<file path="src/rtl/attn_pkg.sv">
`default_nettype none
// ============================================================================
// Module      : attn_pkg
// Description : Shared types and constants for the attention-head control
//               blocks (sequencer states, projection phases, timeout sizing).
// Revision    : 1.0 - initial release
// ============================================================================
package attn_pkg;

    // Default engine wait budget in cycles and the matching counter width
    localparam int C_TIMEOUT_DEFAULT = 1024;
    localparam int C_CNT_W_DEFAULT   = $clog2(C_TIMEOUT_DEFAULT + 1);

    // Counter width able to hold the value TIMEOUT itself
    function automatic int cnt_width(input int timeout);
        return $clog2(timeout + 1);
    endfunction

    typedef enum logic [2:0] {
        IDLE   = 3'd0,
        ISSUE  = 3'd1,
        DRAIN  = 3'd2,
        FINISH = 3'd3,
        ERR    = 3'd4
    } seq_state_t;

    typedef enum logic [1:0] {
        PH_Q    = 2'd0,
        PH_K    = 2'd1,
        PH_V    = 2'd2,
        PH_NONE = 2'd3
    } phase_t;

endpackage
`default_nettype wire

</file>
<file path="src/rtl/qkv_projection_sequencer.sv">
`default_nettype none
// ============================================================================
// Module      : qkv_projection_sequencer
// Description : Runs one shared matrix_multiply engine three times to form
//               Q = X*Wq, K = X*Wk, V = X*Wv, capturing each result into its
//               own bank and raising DONE when all three are valid.
// Revision    : 1.0 - initial release
// ============================================================================
module qkv_projection_sequencer
    import attn_pkg::*;
#(
    parameter int N       = 3,
    parameter int DIN     = 3,
    parameter int DOUT    = 3,
    parameter int WIDTHA  = 8,
    parameter int WIDTHB  = 8,
    parameter int TIMEOUT = C_TIMEOUT_DEFAULT
) (
    input  logic                            clk,
    input  logic                            reset,
    input  logic                            START,
    input  logic signed [WIDTHA-1:0]        x  [N][DIN],
    input  logic signed [WIDTHB-1:0]        wq [DIN][DOUT],
    input  logic signed [WIDTHB-1:0]        wk [DIN][DOUT],
    input  logic signed [WIDTHB-1:0]        wv [DIN][DOUT],
    output logic                            mm_start,
    output logic signed [WIDTHA-1:0]        mm_a [N][DIN],
    output logic signed [WIDTHB-1:0]        mm_b [DIN][DOUT],
    input  logic signed [WIDTHA+WIDTHB-1:0] mm_c [N][DOUT],
    input  logic                            mm_done,
    output logic signed [WIDTHA+WIDTHB-1:0] q  [N][DOUT],
    output logic signed [WIDTHA+WIDTHB-1:0] k  [N][DOUT],
    output logic signed [WIDTHA+WIDTHB-1:0] v  [N][DOUT],
    output logic [1:0]                      phase,
    output logic                            DONE,
    output logic                            err
);

    localparam int                 C_CNT_W   = cnt_width(TIMEOUT);
    localparam int                 C_WC      = WIDTHA + WIDTHB;
    localparam logic [C_CNT_W-1:0] C_TIMEOUT = C_CNT_W'(TIMEOUT);

    seq_state_t         r_state, w_state_nxt;
    phase_t             r_phase, w_phase_nxt;
    logic               r_mm_start, w_mm_start_nxt;
    logic               r_done, w_done_nxt;
    logic               r_err, w_err_nxt;
    logic [C_CNT_W-1:0] r_cnt, w_cnt_nxt, w_cnt_inc;
    logic               w_latch, w_capture;

    logic signed [WIDTHA-1:0] r_x  [N][DIN];
    logic signed [WIDTHB-1:0] r_wq [DIN][DOUT];
    logic signed [WIDTHB-1:0] r_wk [DIN][DOUT];
    logic signed [WIDTHB-1:0] r_wv [DIN][DOUT];
    logic signed [C_WC-1:0]   r_q  [N][DOUT];
    logic signed [C_WC-1:0]   r_k  [N][DOUT];
    logic signed [C_WC-1:0]   r_v  [N][DOUT];

    // Wait counter saturates at TIMEOUT instead of wrapping
    assign w_cnt_inc = (r_cnt >= C_TIMEOUT) ? r_cnt : r_cnt + 1'b1;

    // Control registers; every control output comes straight from a flop
    always_ff @(posedge clk) begin
        if (reset) begin
            r_state    <= IDLE;
            r_phase    <= PH_NONE;
            r_mm_start <= 1'b0;
            r_done     <= 1'b0;
            r_err      <= 1'b0;
            r_cnt      <= '0;
        end else begin
            r_state    <= w_state_nxt;
            r_phase    <= w_phase_nxt;
            r_mm_start <= w_mm_start_nxt;
            r_done     <= w_done_nxt;
            r_err      <= w_err_nxt;
            r_cnt      <= w_cnt_nxt;
        end
    end

    // Next-state and next-output decode for the three-phase sequence
    always_comb begin
        w_state_nxt    = r_state;
        w_phase_nxt    = r_phase;
        w_mm_start_nxt = r_mm_start;
        w_done_nxt     = r_done;
        w_err_nxt      = r_err;
        w_cnt_nxt      = r_cnt;
        w_latch        = 1'b0;
        w_capture      = 1'b0;
        case (r_state)
            IDLE: begin
                if (START) begin
                    w_latch        = 1'b1;
                    w_phase_nxt    = PH_Q;
                    w_mm_start_nxt = 1'b1;
                    w_cnt_nxt      = '0;
                    w_state_nxt    = ISSUE;
                end
            end
            ISSUE: begin
                // A done already high on entry counts as completion
                if (mm_done) begin
                    w_capture      = 1'b1;
                    w_mm_start_nxt = 1'b0;
                    w_cnt_nxt      = '0;
                    w_state_nxt    = DRAIN;
                end else if (r_cnt >= C_TIMEOUT) begin
                    w_err_nxt      = 1'b1;
                    w_done_nxt     = 1'b1;
                    w_mm_start_nxt = 1'b0;
                    w_phase_nxt    = PH_NONE;
                    w_state_nxt    = ERR;
                end else begin
                    w_cnt_nxt = w_cnt_inc;
                end
            end
            DRAIN: begin
                // Engine must return to idle before it may be restarted
                if (!mm_done) begin
                    if (r_phase == PH_V) begin
                        w_phase_nxt = PH_NONE;
                        w_done_nxt  = 1'b1;
                        w_state_nxt = FINISH;
                    end else begin
                        w_phase_nxt    = phase_t'(r_phase + 2'd1);
                        w_mm_start_nxt = 1'b1;
                        w_cnt_nxt      = '0;
                        w_state_nxt    = ISSUE;
                    end
                end else if (r_cnt >= C_TIMEOUT) begin
                    w_err_nxt      = 1'b1;
                    w_done_nxt     = 1'b1;
                    w_mm_start_nxt = 1'b0;
                    w_phase_nxt    = PH_NONE;
                    w_state_nxt    = ERR;
                end else begin
                    w_cnt_nxt = w_cnt_inc;
                end
            end
            FINISH: begin
                if (!START) begin
                    w_done_nxt  = 1'b0;
                    w_state_nxt = IDLE;
                end
            end
            ERR: begin
                if (!START) begin
                    w_err_nxt   = 1'b0;
                    w_done_nxt  = 1'b0;
                    w_state_nxt = IDLE;
                end
            end
            default: begin
                w_state_nxt    = IDLE;
                w_phase_nxt    = PH_NONE;
                w_mm_start_nxt = 1'b0;
                w_done_nxt     = 1'b0;
                w_err_nxt      = 1'b0;
                w_cnt_nxt      = '0;
            end
        endcase
    end

    // Operand latches and result banks; only the bank of the current phase is written
    always_ff @(posedge clk) begin
        if (reset) begin
            r_x  <= '{default: '0};
            r_wq <= '{default: '0};
            r_wk <= '{default: '0};
            r_wv <= '{default: '0};
            r_q  <= '{default: '0};
            r_k  <= '{default: '0};
            r_v  <= '{default: '0};
        end else begin
            if (w_latch) begin
                r_x  <= x;
                r_wq <= wq;
                r_wk <= wk;
                r_wv <= wv;
            end
            if (w_capture) begin
                case (r_phase)
                    PH_Q:    r_q <= mm_c;
                    PH_K:    r_k <= mm_c;
                    PH_V:    r_v <= mm_c;
                    default: ;
                endcase
            end
        end
    end

    // Weight operand follows the phase; X is shared by all three passes
    always_comb begin
        case (r_phase)
            PH_K:    mm_b = r_wk;
            PH_V:    mm_b = r_wv;
            default: mm_b = r_wq;
        endcase
    end

    assign mm_a     = r_x;
    assign mm_start = r_mm_start;
    assign q        = r_q;
    assign k        = r_k;
    assign v        = r_v;
    assign phase    = r_phase;
    assign DONE     = r_done;
    assign err      = r_err;

endmodule
`default_nettype wire

</file>
<file path="config.mk">
export PLATFORM = sky130hd
export DESIGN_NAME = qkv_projection_sequencer
export DESIGN_NICKNAME = d
export VERILOG_FILES = /design/src/rtl/attn_pkg.sv /design/src/rtl/qkv_projection_sequencer.sv
export SDC_FILE = /design/constraint.sdc
export NUM_CORES = 2
export LEC_CHECK = 0
export ABC_AREA = 1
export BUFFER_PORTS_ARGS = -buffer_cell sky130_fd_sc_hd__buf_2
export CAP_MARGIN = 20
export CORE_AREA = 2 2 395 397
export CTS_CLUSTER_DIAMETER = 100
export DETAILED_ROUTE_END_ITERATION = 7
export DIE_AREA = 0 0 397 399
export GPL_ROUTABILITY_DRIVEN = 0
export GPL_TIMING_DRIVEN = 0
export PLACE_DENSITY = 0.41
export SLEW_MARGIN = 20
export SYNTH_ARGS = -nofsm -noshare
export SYNTH_HDL_FRONTEND = slang
export SYNTH_SLANG_ARGS = --single-unit
</file>
<file path="constraint.sdc">
create_clock -name clk -period 2.4 [get_ports clk]
set_input_delay 0.12 -clock clk [delete_from_list [all_inputs] [get_ports clk]]
set_output_delay 0.12 -clock clk [all_outputs]
set_load 0.01 [all_outputs]
</file>
Yosys cells after proc, flatten, opt, wreduce, memory -nomap -nowiden
Cells that the tools add are included. W data, S select, Z words.

Bits in registers: 739. Bits in latches: 0. Memory bits (writable): 0. Memory bits (read-only): 0. Input bits: 436. Output and inout bits: 581. Logic and storage cells: 140. Memories: 0.

Add/sub/neg operators: 2. Multiply operators: 0. Div/mod/pow operators: 0. $lt $le $gt $ge: 1. Equal/unequal tests: 13. Shift operators: 0. Mux-type cells: 40. Bitwise operators: 3. Reductions and logical operators: 12.

Operators by type and width (number): $pmux W72 S2 (1); $mux W11 (5); $pmux W11 S4 (1); $mux W1 (17); $mux W3 (5); $mux W2 (6); $pmux W1 S4 (3); $pmux W3 S4 (1); $add A11 B1 Y11 const B (1); $ge A11 B11 Y1 const B (1); $ne A2 B2 Y1 const B (5); $pmux W2 S4 (1); $reduce_and A2 Y1 (4); $reduce_and A4 Y1 (2); $eq A3 B2 Y1 const B (2); $ne A3 B3 Y1 const B (2); $reduce_and A3 Y1 (2); $reduce_or A2 Y1 (2); $eq A3 B1 Y1 const B (1); $eq A3 B3 Y1 const B (1); $logic_not A3 Y1 (1); $not A1 Y1 (3); $add A2 B1 Y2 const B (1); $eq A2 B1 Y1 const B (1); other kinds (2) (2).

Longest topological paths before layout
Depth in word-level cells: 4. Gate-level depth with buffers: 12. Depth with buffers taken out: 11.

Worst setup path before layout
No wires, ideal clock.

Path kind: reg2out. From: register r_phase[0], in the netlist phase[0]. To: output mm_b[0] in the netlist's numbering. Data arrival time: 1.801 ns. Required time: 2.280 ns. Setup slack: 0.479 ns. Cell stages (with the launch flop): 8. Path through: dfxtp_1 inv_1 ha_1 clkbuf_1 clkbuf_1 buf_1 nand2_1 o21ai_0.

RTL lines: from (decl) (line qkv_projection_sequencer.sv:44) `phase_t r_phase, w_phase_nxt;`; from (signal assigned) (line qkv_projection_sequencer.sv:73) `r_phase <= w_phase_nxt;`; to (decl) (line qkv_projection_sequencer.sv:28) `output logic signed [WIDTHB-1:0] mm_b [DIN][DOUT],`.

==> flow_metrics.env <==
export IMPL_setup_viol=2
export IMPL_hold_start="START"
export IMPL_max_cap_violations=0
export IMPL_fmax_ghz=0.416
export IMPL_r2r_start="r_state[0]"
export IMPL_synth_cells=3634
export IMPL_num_rows=144
export IMPL_holdWs_ns=0.189
export IMPL_synth_warnings=0
export IMPL_die_h_um=399
export IMPL_overflow=0
export IMPL_antenna_found_initial=25
export IMPL_numCtsBuffers=91
export IMPL_wl_um=170000
export IMPL_cts_root_buf="clkbuf_16"
export IMPL_reg2reg_setup_slack_ns=0.13
export IMPL_grt_max_degree=20
export IMPL_final_common_cell="buf_2"
export IMPL_die_w_um=397
export IMPL_tightest_slew_ns=1.03
export IMPL_max_slew_margin_rel_pct=31.3
export IMPL_avgSynthCellArea_um2=7.71
export IMPL_hp_class="in2reg"
export IMPL_clock_sinks=739
export IMPL_hold_viol=0
export IMPL_fin_skew_ns=0.0477
export IMPL_grt_pass1_vias=31700
export IMPL_path_class="reg2out"
export IMPL_outcome="finished with violations"
export IMPL_min_to="r_state[2]"
export IMPL_finalNetCount=5640
export IMPL_power_w=0.0339
export IMPL_synth_area_top_cells="dfxtp_1 (53%), a21oi_1 (13%), nand3_1 (9.4%), nand2_1 (8.6%), o21ai_0 (5.2%)"
export IMPL_vias=32500
export IMPL_dieArea_um2=158000
export IMPL_synth_top_area_cell="dfxtp_1"
export IMPL_place_ws_ns=-1.28
export IMPL_r2r_end="r_wq[29]"
export IMPL_clock_latency_ns=0.72
export IMPL_power_density_nw_per_um2=755
export IMPL_area_growth_pct=60.2
export IMPL_fin_util_pct=29.2
export IMPL_post_drt_wl_per_cell_um=23.2
export IMPL_clk_path_buf_depth=3
export IMPL_cp_max_fo=5
export IMPL_routed_via_density=4.42
export IMPL_grt_pass1_wl_um=231000
export IMPL_htree_num_levels=3
export IMPL_ant_nets=0
export IMPL_synth_top_cell_area_share_pct=52.8
export IMPL_syn_nets=4075
export IMPL_pin_count=1017
export IMPL_grt_use_total_pct=20.2
export IMPL_end_kind="primary output"
export IMPL_cts_tree="built"
export IMPL_fin_tns_setup_ns=-0.00382
export IMPL_ys_types=24
export IMPL_cp_start_kind="register"
export IMPL_final_max_slew_viol_count=0
export IMPL_fin_crit_sh_pct=100
export IMPL_critPathArrivalTime_ns=2.28
export IMPL_reg2regPathDepth=9
export IMPL_vdd_drop_max_mv=0.553
export IMPL_first_pass_iters=8
export IMPL_drt_first_iter_violations=2065
export IMPL_crit_required_ns=2.28
export IMPL_violations="negative setup slack"
export IMPL_core_um2=154000
export IMPL_fin_crit_ns=2.40
export IMPL_yosysSeqAreaShare_pct=52.8
export IMPL_ys_ff_latch=739
export IMPL_drc=0
export IMPL_syn_area_um2=28000
export IMPL_worst_slack_ns=-0.00295
export IMPL_start_util_pct=18.2
export IMPL_holdPathStages=5
export IMPL_cts_clk_slew_worst_paths_ns=0.06
export IMPL_leakage_nw=18.6
export IMPL_drive_gt1_share_pct=27.9
export IMPL_hpwl_um=130000
export IMPL_port_buffers=1014
export IMPL_rsz0062_at_grt="true"
export IMPL_final_cell_mix="buf_2 (1,067), dfxtp_1 (737), a21oi_1 (732)"
==> through the flow <==
| step | cell area (um2) | std cells |
|---|---|---|
| final | 44900 | 7337 |
| after floorplan | 28000 | 3634 |
| after global routing | 44900 | 7330 |
| after CTS | 44200 | 7307 |
| after detailed placement | 35700 | 6693 |
| after global placement | 35700 | 6692 |
==> Yosys cell counts, drive strengths merged <==
library cell	count
dfxtp	739
a21oi	732
nand2	639
nand3	529
o21ai	293
inv	250
clkbuf	229
buf	100
o22ai	71
nor2	30
nand4	6
ha	5
nor3	4
a31oi	2
mux2i	1
nand3b	1
nor4	1
xnor2	1
xor2	1
==> kinds of logic after synthesis <==
kind of cell    synth area share, %
compound gates                 19.9
flops                          52.8
buf+inv                        8.25
simple gates                   18.7
fa+ha+maj                     0.223
xor+xnor                     0.0625
mux                          0.0357
==> flip-flops by register name, indices dropped and copies added (netlist names) <==
register  count
DONE          1
r_cnt        11
r_wk         72
err           1
mm_a         72
k           144
phase         2
r_state       3
r_wv         72
mm_start      1
r_wq         72
v           144
q           144
==> report_power, final <==
| part | switching, W | internal [W] | leakage [nW] | total [W] |
|---|---|---|---|---|
| sequential | 0.000200 | 0.0128 | 6.02 | 0.0130 |
| combinational | 0.00387 | 0.00228 | 11.0 | 0.00616 |
| clock | 0.00617 | 0.00855 | 1.56 | 0.0147 |
| total | 0.0102 | 0.0236 | 18.6 | 0.0339 |
==> timing repair <==
item,4_1_cts,5_1_grt
hold endpoints to repair,725,0
buffers inserted,10,9
pin swaps,4,19
gates resized for setup,260,198
endpoints found under the setup margin,603,389
hold buffers,433,0
gates cloned,2,8
==> worst max-delay path by stage <==
stage	start	endpoint	cells past startpoint	slack, ns
final	phase[1]	mm_b[5]	9	-0.003
after global routing	phase[0]	mm_b[41]	7	-0.11
after CTS	phase[1]	mm_b[38]	9	-0.12
after detailed placement	phase[0]	mm_b[69]	8	-1.28
after global placement	phase[0]	mm_b[69]	8	-1.67
after floorplan	phase[0]	mm_b[0]	7	0.48
==> worst max-delay path, cell delays in order (launching register included) <==
cell and delay, ns:
dfxtp_4 0.37, buf_4 0.12, ha_4 0.14, inv_6 0.06, clkbuf_16 0.18, clkbuf_16 0.19, o22ai_4 0.16, nand2_1 0.09
o21ai_2 0.08, buf_2 0.17
==> routing by layer <==
metal | part of all wire, % | track usage [%] | up-vias
met3 | 7.3 | 5.04 | 309
met4 | 4.2 | 8.30 | 4
met1 | 41 | 24.8 | 15500
met5 | 0.014 | 0 | -
li1 | - | - | 15400
met2 | 48 | 33.7 | 1185
==> layout make-up <==
type | instances | area (um2)
fillers | 16800 | 109000
flip-flops and latches | 739 | 14800
multi-input cells | 2316 | 11600
repair buffers | 1476 | 9850
clock buffers | 125 | 2600
well taps | 2044 | 2560
plain buffers | 325 | 1870
inverters | 250 | 953
clock inverters | 47 | 606
diodes | 15 | 37.5
Note: power is estimated with default switching activity, not from simulation.
